==> src/rtl/comb_seq_pkg.sv <==
// comb_seq_pkg: shared FSM state type, sizing constants and result helpers
// for the combinational truth-table sequencer.
package comb_seq_pkg;

    localparam int VEC_CNT = 8;            // number of input vectors {A,B,C}
    localparam int IDX_W   = 3;            // width of the vector index
    localparam int TMR_W   = 4;            // settle timer width
    localparam int CNT_W   = 4;            // mismatch count width (0..8)
    localparam logic [VEC_CNT-1:0] EXP_MASK_DEF = 8'hB4;  // minterms 2,4,5,7

    typedef enum logic [1:0] {
        IDLE,
        DRIVE,
        SAMPLE,
        DONE
    } seq_state_e;

    // Number of set bits in a table-sized vector.
    function automatic logic [CNT_W-1:0] popcount(input logic [VEC_CNT-1:0] v);
        logic [CNT_W-1:0] c;
        c = '0;
        for (int i = 0; i < VEC_CNT; i++) begin
            c = c + CNT_W'(v[i]);
        end
        return c;
    endfunction

    // Index of the lowest set bit, 0 when no bit is set.
    function automatic logic [IDX_W-1:0] lowest_set(input logic [VEC_CNT-1:0] v);
        logic [IDX_W-1:0] idx;
        idx = '0;
        for (int i = VEC_CNT - 1; i >= 0; i--) begin
            if (v[i]) idx = IDX_W'(i);
        end
        return idx;
    endfunction

endpackage

==> src/rtl/comb_seq_settle_timer.sv <==
// comb_seq_settle_timer: down-counter that times how long each vector is
// held. load_i presets the count; while count_i is high it decrements and
// expire_o flags the final cycle of the wait.
module comb_seq_settle_timer
    import comb_seq_pkg::*;
(
    input  logic             clk,
    input  logic             rst,
    input  logic             load_i,
    input  logic [TMR_W-1:0] load_val_i,
    input  logic             count_i,
    output logic             expire_o
);

    logic [TMR_W-1:0] cnt_q;

    // Preset on load, otherwise count down to zero while counting is enabled.
    always_ff @(posedge clk or posedge rst) begin
        if (rst) begin
            cnt_q <= '0;
        end else if (load_i) begin
            cnt_q <= load_val_i;
        end else if (count_i && (cnt_q != '0)) begin
            cnt_q <= cnt_q - 1'b1;
        end
    end

    assign expire_o = count_i && (cnt_q == '0);

endmodule

==> src/rtl/comb_truth_table_sequencer.sv <==
// comb_truth_table_sequencer: sweeps {A,B,C} through 0..7, holds each vector
// SETTLE_CYC cycles, samples Y in one extra cycle and compares the captured
// table against EXP_MASK.
// Optional feature: define TT_SEQ_ABORT_EN to add the abort input.
module comb_truth_table_sequencer
    import comb_seq_pkg::*;
#(
    parameter int unsigned         SETTLE_CYC = 2,
    parameter logic [VEC_CNT-1:0]  EXP_MASK   = EXP_MASK_DEF
) (
    input  logic               clk,
    input  logic               rst,
    input  logic               start,
    input  logic               y_in,
`ifdef TT_SEQ_ABORT_EN
    input  logic               abort,
`endif
    output logic [IDX_W-1:0]   abc,
    output logic               busy,
    output logic               done,
    output logic               pass,
    output logic [VEC_CNT-1:0] table_out,
    output logic [CNT_W-1:0]   mismatch_cnt,
    output logic [IDX_W-1:0]   first_fail_idx
);

    // Timer preset gives exactly SETTLE_CYC DRIVE cycles (counts down to 0).
    localparam logic [TMR_W-1:0] SETTLE_LD = TMR_W'(SETTLE_CYC - 1);
    localparam logic [IDX_W-1:0] LAST_IDX  = IDX_W'(VEC_CNT - 1);

    seq_state_e         state_q, state_d;
    logic [IDX_W-1:0]   idx_q, idx_d;
    logic [VEC_CNT-1:0] table_q, table_d;
    logic               pass_q, pass_d;
    logic [CNT_W-1:0]   mcnt_q, mcnt_d;
    logic [IDX_W-1:0]   ffi_q, ffi_d;
    logic [VEC_CNT-1:0] diff;
    logic               tmr_load, tmr_count, tmr_expire;

    comb_seq_settle_timer u_settle (
        .clk        (clk),
        .rst        (rst),
        .load_i     (tmr_load),
        .load_val_i (SETTLE_LD),
        .count_i    (tmr_count),
        .expire_o   (tmr_expire)
    );

    // State and result registers.
    always_ff @(posedge clk or posedge rst) begin
        if (rst) begin
            state_q <= IDLE;
            idx_q   <= '0;
            table_q <= '0;
            pass_q  <= 1'b0;
            mcnt_q  <= '0;
            ffi_q   <= '0;
        end else begin
            state_q <= state_d;
            idx_q   <= idx_d;
            table_q <= table_d;
            pass_q  <= pass_d;
            mcnt_q  <= mcnt_d;
            ffi_q   <= ffi_d;
        end
    end

    // Next-state: sweep sequencing, sampling, and verdict on the last sample.
    always_comb begin
        state_d   = state_q;
        idx_d     = idx_q;
        table_d   = table_q;
        pass_d    = pass_q;
        mcnt_d    = mcnt_q;
        ffi_d     = ffi_q;
        tmr_load  = 1'b0;
        tmr_count = 1'b0;
        diff      = '0;
        case (state_q)
            IDLE: begin
                if (start) begin
                    state_d  = DRIVE;
                    idx_d    = '0;
                    table_d  = '0;
                    pass_d   = 1'b0;
                    mcnt_d   = '0;
                    ffi_d    = '0;
                    tmr_load = 1'b1;
                end
            end
            DRIVE: begin
                tmr_count = 1'b1;
                if (tmr_expire) state_d = SAMPLE;
            end
            SAMPLE: begin
                table_d[idx_q] = y_in;
                if (idx_q == LAST_IDX) begin
                    // Verdict is registered here so it is valid during DONE.
                    state_d = DONE;
                    diff    = table_d ^ EXP_MASK;
                    pass_d  = (diff == '0);
                    mcnt_d  = popcount(diff);
                    ffi_d   = lowest_set(diff);
                end else begin
                    state_d  = DRIVE;
                    idx_d    = idx_q + 1'b1;
                    tmr_load = 1'b1;
                end
            end
            DONE: begin
                state_d = IDLE;
            end
            default: begin
                state_d = IDLE;
            end
        endcase
`ifdef TT_SEQ_ABORT_EN
        // Abort wins over any sample write; partial table bits are kept.
        if (abort && ((state_q == DRIVE) || (state_q == SAMPLE))) begin
            state_d   = IDLE;
            idx_d     = idx_q;
            table_d   = table_q;
            pass_d    = 1'b0;
            mcnt_d    = mcnt_q;
            ffi_d     = ffi_q;
            tmr_load  = 1'b0;
            tmr_count = 1'b0;
        end
`endif
    end

    // abc tracks idx, which is only changed at accept and between vectors.
    assign abc            = idx_q;
    assign busy           = (state_q == DRIVE) || (state_q == SAMPLE);
    assign done           = (state_q == DONE);
    assign pass           = pass_q;
    assign table_out      = table_q;
    assign mismatch_cnt   = mcnt_q;
    assign first_fail_idx = ffi_q;

endmodule

==> config.mk <==
export PLATFORM = sky130hd
export DESIGN_NAME = comb_truth_table_sequencer
export DESIGN_NICKNAME = d
export VERILOG_FILES = /design/src/rtl/comb_seq_pkg.sv /design/src/rtl/comb_seq_settle_timer.sv /design/src/rtl/comb_truth_table_sequencer.sv
export SDC_FILE = /design/constraint.sdc
export NUM_CORES = 1
export LEC_CHECK = 0
export ABC_AREA = 1
export CORE_AREA = 3 3 51 99
export CTS_CLUSTER_SIZE = 12
export DETAILED_ROUTE_END_ITERATION = 10
export DIE_AREA = 0 0 54 102
export GPL_TIMING_DRIVEN = 0
export PLACE_DENSITY = 0.6
export SLEW_MARGIN = 20
export SYNTH_ARGS = -nofsm -noshare
export SYNTH_HDL_FRONTEND = slang
export SYNTH_HIERARCHICAL = 1
export SYNTH_SLANG_ARGS = --single-unit
==> constraint.sdc <==
create_clock -name clk -period 4.1 [get_ports clk]
set_clock_uncertainty 0.2 [all_clocks]
set_input_delay 0.82 -clock clk [delete_from_list [all_inputs] [get_ports clk]]
set_output_delay 0.82 -clock clk [all_outputs]
set_load 0.005 [all_outputs]
==> impl_metrics.toml <==
[status]
status = "finished clean"

[sta]
period_needed_ns = 3.89
slew_violations = 0
hold_ws_ns = 0.294
setup_viol = 0
fmax_mhz = 257
fin_crit_sh_pct = 94.9
final-hold-violation-count = 0
rsz0062_at_grt = "false"
setup_tns_ns = 0
worstMarginPinSlew_ns = 0.860
maxSlewHeadroom_pct = 42.1

[pwr]
ir_worst_vdd_mv = 0.428
powerDensity_nw_per_um2 = 704
comb_power_share_pct = 64.7
p_switching_uw = 704
p_seq_share_pct = 25.0
finalPower_uw = 1470
pwr-share-clk_pct = 10.2
internal_power_uw = 767
p_sw_share_pct = 47.8
p_leak_uw = 0.00106

[logic_synthesis]
synth_top_area_cell = "dfrtp_1"
synthMuxAreaShare_pct = 0
synthCells = 219
netlist_area_um2 = 1720
synthAdderAreaFrac_pct = 13.4
ys_seq_area_share_pct = 36.3
ys_types = 28
async_flop_share_pct = 100
yosys_warnings = 6
ys_seq_elements = 25
yosysTopAreaCellShare_pct = 36.3
ys.flop_type = "dfrtp_1"
synth_compound_area_share_pct = 12.3
synth_xor_area_share_pct = 0.508
synth.avg_cell_area_um2 = 7.87
synthSimpleGateAreaFrac_pct = 25.1
synthTopCellsByArea = "dfrtp_1 36%, nand2_1 12%, ha_1 8.7%"
synth_edf_count = 0
synth_top_family_by_area = "simple AND/OR/NAND/NOR gates"

[critical_path]
startpoint_type = "input pin"
r2r-start = "abc[2]$_DFFE_PP0P_"
critPathKind = "input pin to register"
required_ns = 4.10
path_cells = "buf_2, inv_2, nand2_1, nand2_2, fa_1, inv_1, fa_1, inv_1, fa_1, inv_1, ha_1, inv_1, fa_1, xor2_1, o31ai_1"
path_max_fanout = 6
ff2ff_path_depth = 15
end_kind = "register"
worstSetupStartpoint = "y_in"
critPathMaxStageDelay_ns = 0.55
cp_slowest_cell = "fa_1"
crit_arrival_ns = 3.89

[die]
io_pins = 25
core_um2 = 4380
die_w_um = 54
die-area_um2 = 5510
rows = 34
initial_utilization_pct = 39.3
die_h_um = 102

[drt]
drtPass1Iterations = 4
num_vias = 1424
vias_per_cell = 4.70
wl_um = 3730
drc_errors = 0
routedWlPerCell_um = 12.3
ant_nets = 0
drtIter0Drc = 24

[clock_network]
cts_max_level = 1
cts_root_buffer = "clkbuf_8"
cts.sink_count = 25
clockBufferDepth = 2
cts_tree = "yes"
cts_hold_buf = 0
numCtsBuffers = 3
clk_latency_ns = 0.28
path_clk_slew_ns = 0.10

[min_path]
min_path_cells = 2
hold_start = "first_fail_idx[1]$_DFFE_PP0P_"
hold_path_class = "register to register"

[layout]
fin_area_um2 = 2090
nNetsFinal = 270
n_antenna_cell = 0
synthToLayoutAreaGrowth_pct = 21.2
finalNonFillerCells = 303
drive_gt1_share_pct = 14.9

[grt]
grt_pass1_wl_um = 6420
antenna_found_initial = 0
first_global_vias = 1441
grt-ovfl-total = 0
grt_use_total_pct = 15.7
grt_max_degree = 22

[place]
gp_congestion = 0.803
placed_cells = 299
post-dp-hpwl_um = 3050
portBuffers = 24
placedInstanceArea_um2 = 2040

[job]
maxCapViolations = 0
cell families (layout without fill, tap and decap cells):
kind of cell | after synthesis | after routing
compound gates | 33 | 33
xor+xnor | 1 | 1
other cells | 2 | 4
fa+ha+maj | 16 | 16
flops | 25 | 25
buf+inv | 48 | 76
simple gates | 94 | 94
layout make-up:
type | count | area [µm²]
plain buffers | 4 | 38.8
repair buffers | 24 | 235
clock inverters | 1 | 5.00
well taps | 54 | 67.6
clock buffers | 3 | 41.3
inverters | 44 | 168
flip-flops and latches | 25 | 626
fillers | 461 | 2290
multi-input cells | 148 | 908
per-stage QoR:
step,worst slack (ns),util [%]
after floorplan,0.344,-
after global placement,-0.577,46.5
after detailed placement,-0.609,46.5
after CTS,0.0720,47.8
after global routing,0.0418,47.7
final,0.208,47.7
placed cells by master, fill, tap and decap left out, types with 2 or more instances in the layout:
cell	instances
ha_1	12
inv_1	34
o21ai_0	9
fa_1	4
nor2_1	9
nand2_1	55
nand4_1	3
nor2_2	3
o21ai_2	5
o31ai_1	3
dfrtp_1	25
nand3_1	14
conb_1	4
a21oi_1	2
buf_6	3
clkdlybuf4s50_1	23
inv_2	9
nand3_2	2
buf_2	2
clkbuf_8	3
o22ai_1	7
nand2_2	6
o21ai_1	4
Yosys cell counts, types with 2 or more instances:
cell     instances
a21oi_1          2
buf_6            3
conb_1           2
dfrtp_1         25
fa_1             4
ha_1            12
inv_1           34
inv_2            9
nand2_1         55
nand2_2          6
nand3_1         14
nand3_2          2
nand4_1          3
nor2_1           9
nor2_2           3
o21ai_0          9
o21ai_1          4
o21ai_2          5
o22ai_1          7
o31ai_1          3
sequential cells by signal (all words and copies together), names as in the netlist:
register,count
state_q,2
u_settle/cnt_q,4
abc,3
table_out,8
first_fail_idx,3
pass,1
mismatch_cnt,4
what timing repair did:
action	CTS	global route
endpoints found under the hold margin	0	0
endpoints found under the setup margin	2	2
buffers inserted	0	0
gates resized for setup	4	2
worst paths after layout:
check | end | slack, ns
min in group asynchronous | u_settle/cnt_q[1]$_DFFE_PP0P_ | 0.55
min | first_fail_idx[1]$_DFFE_PP0P_ | 0.29
max | mismatch_cnt[2]$_DFFE_PP0P_ | 0.21
min reg2reg | first_fail_idx[1]$_DFFE_PP0P_ | 0.29
max in group asynchronous | table_out[2]$_DFFE_PP0P_ | 2.34
max reg2reg | mismatch_cnt[2]$_DFFE_PP0P_ | 0.28
metal layers:
metal	vias up	track usage [%]	part of all wire [%]
met4	0	6.53	3.0
met1	648	17.3	39
li1	744	-	-
met2	21	29.1	56
met3	11	1.46	2.2
met5	-	0	0
worst max-delay path, delay by kind of cell:
| family | cells | cell delay, ns |
|---|---|---|
| XOR/XNOR | 1 | 0.16 |
| AO/OA/AOI/OAI | 1 | 0.21 |
| buffers and inverters | 6 | 0.49 |
| AND/OR/NAND/NOR | 2 | 0.19 |
| adder cells (fa/ha/maj) | 5 | 2.01 |
power by group through the flow:
stage	sequential (µW)	clock [µW]	combinational, µW
detailed placement	375	0	963
finish	368	151	952
global route	377	165	1100
global placement	374	0	950
floorplan	366	0	686
CTS	370	155	974
(Power assumes the default switching activity.)
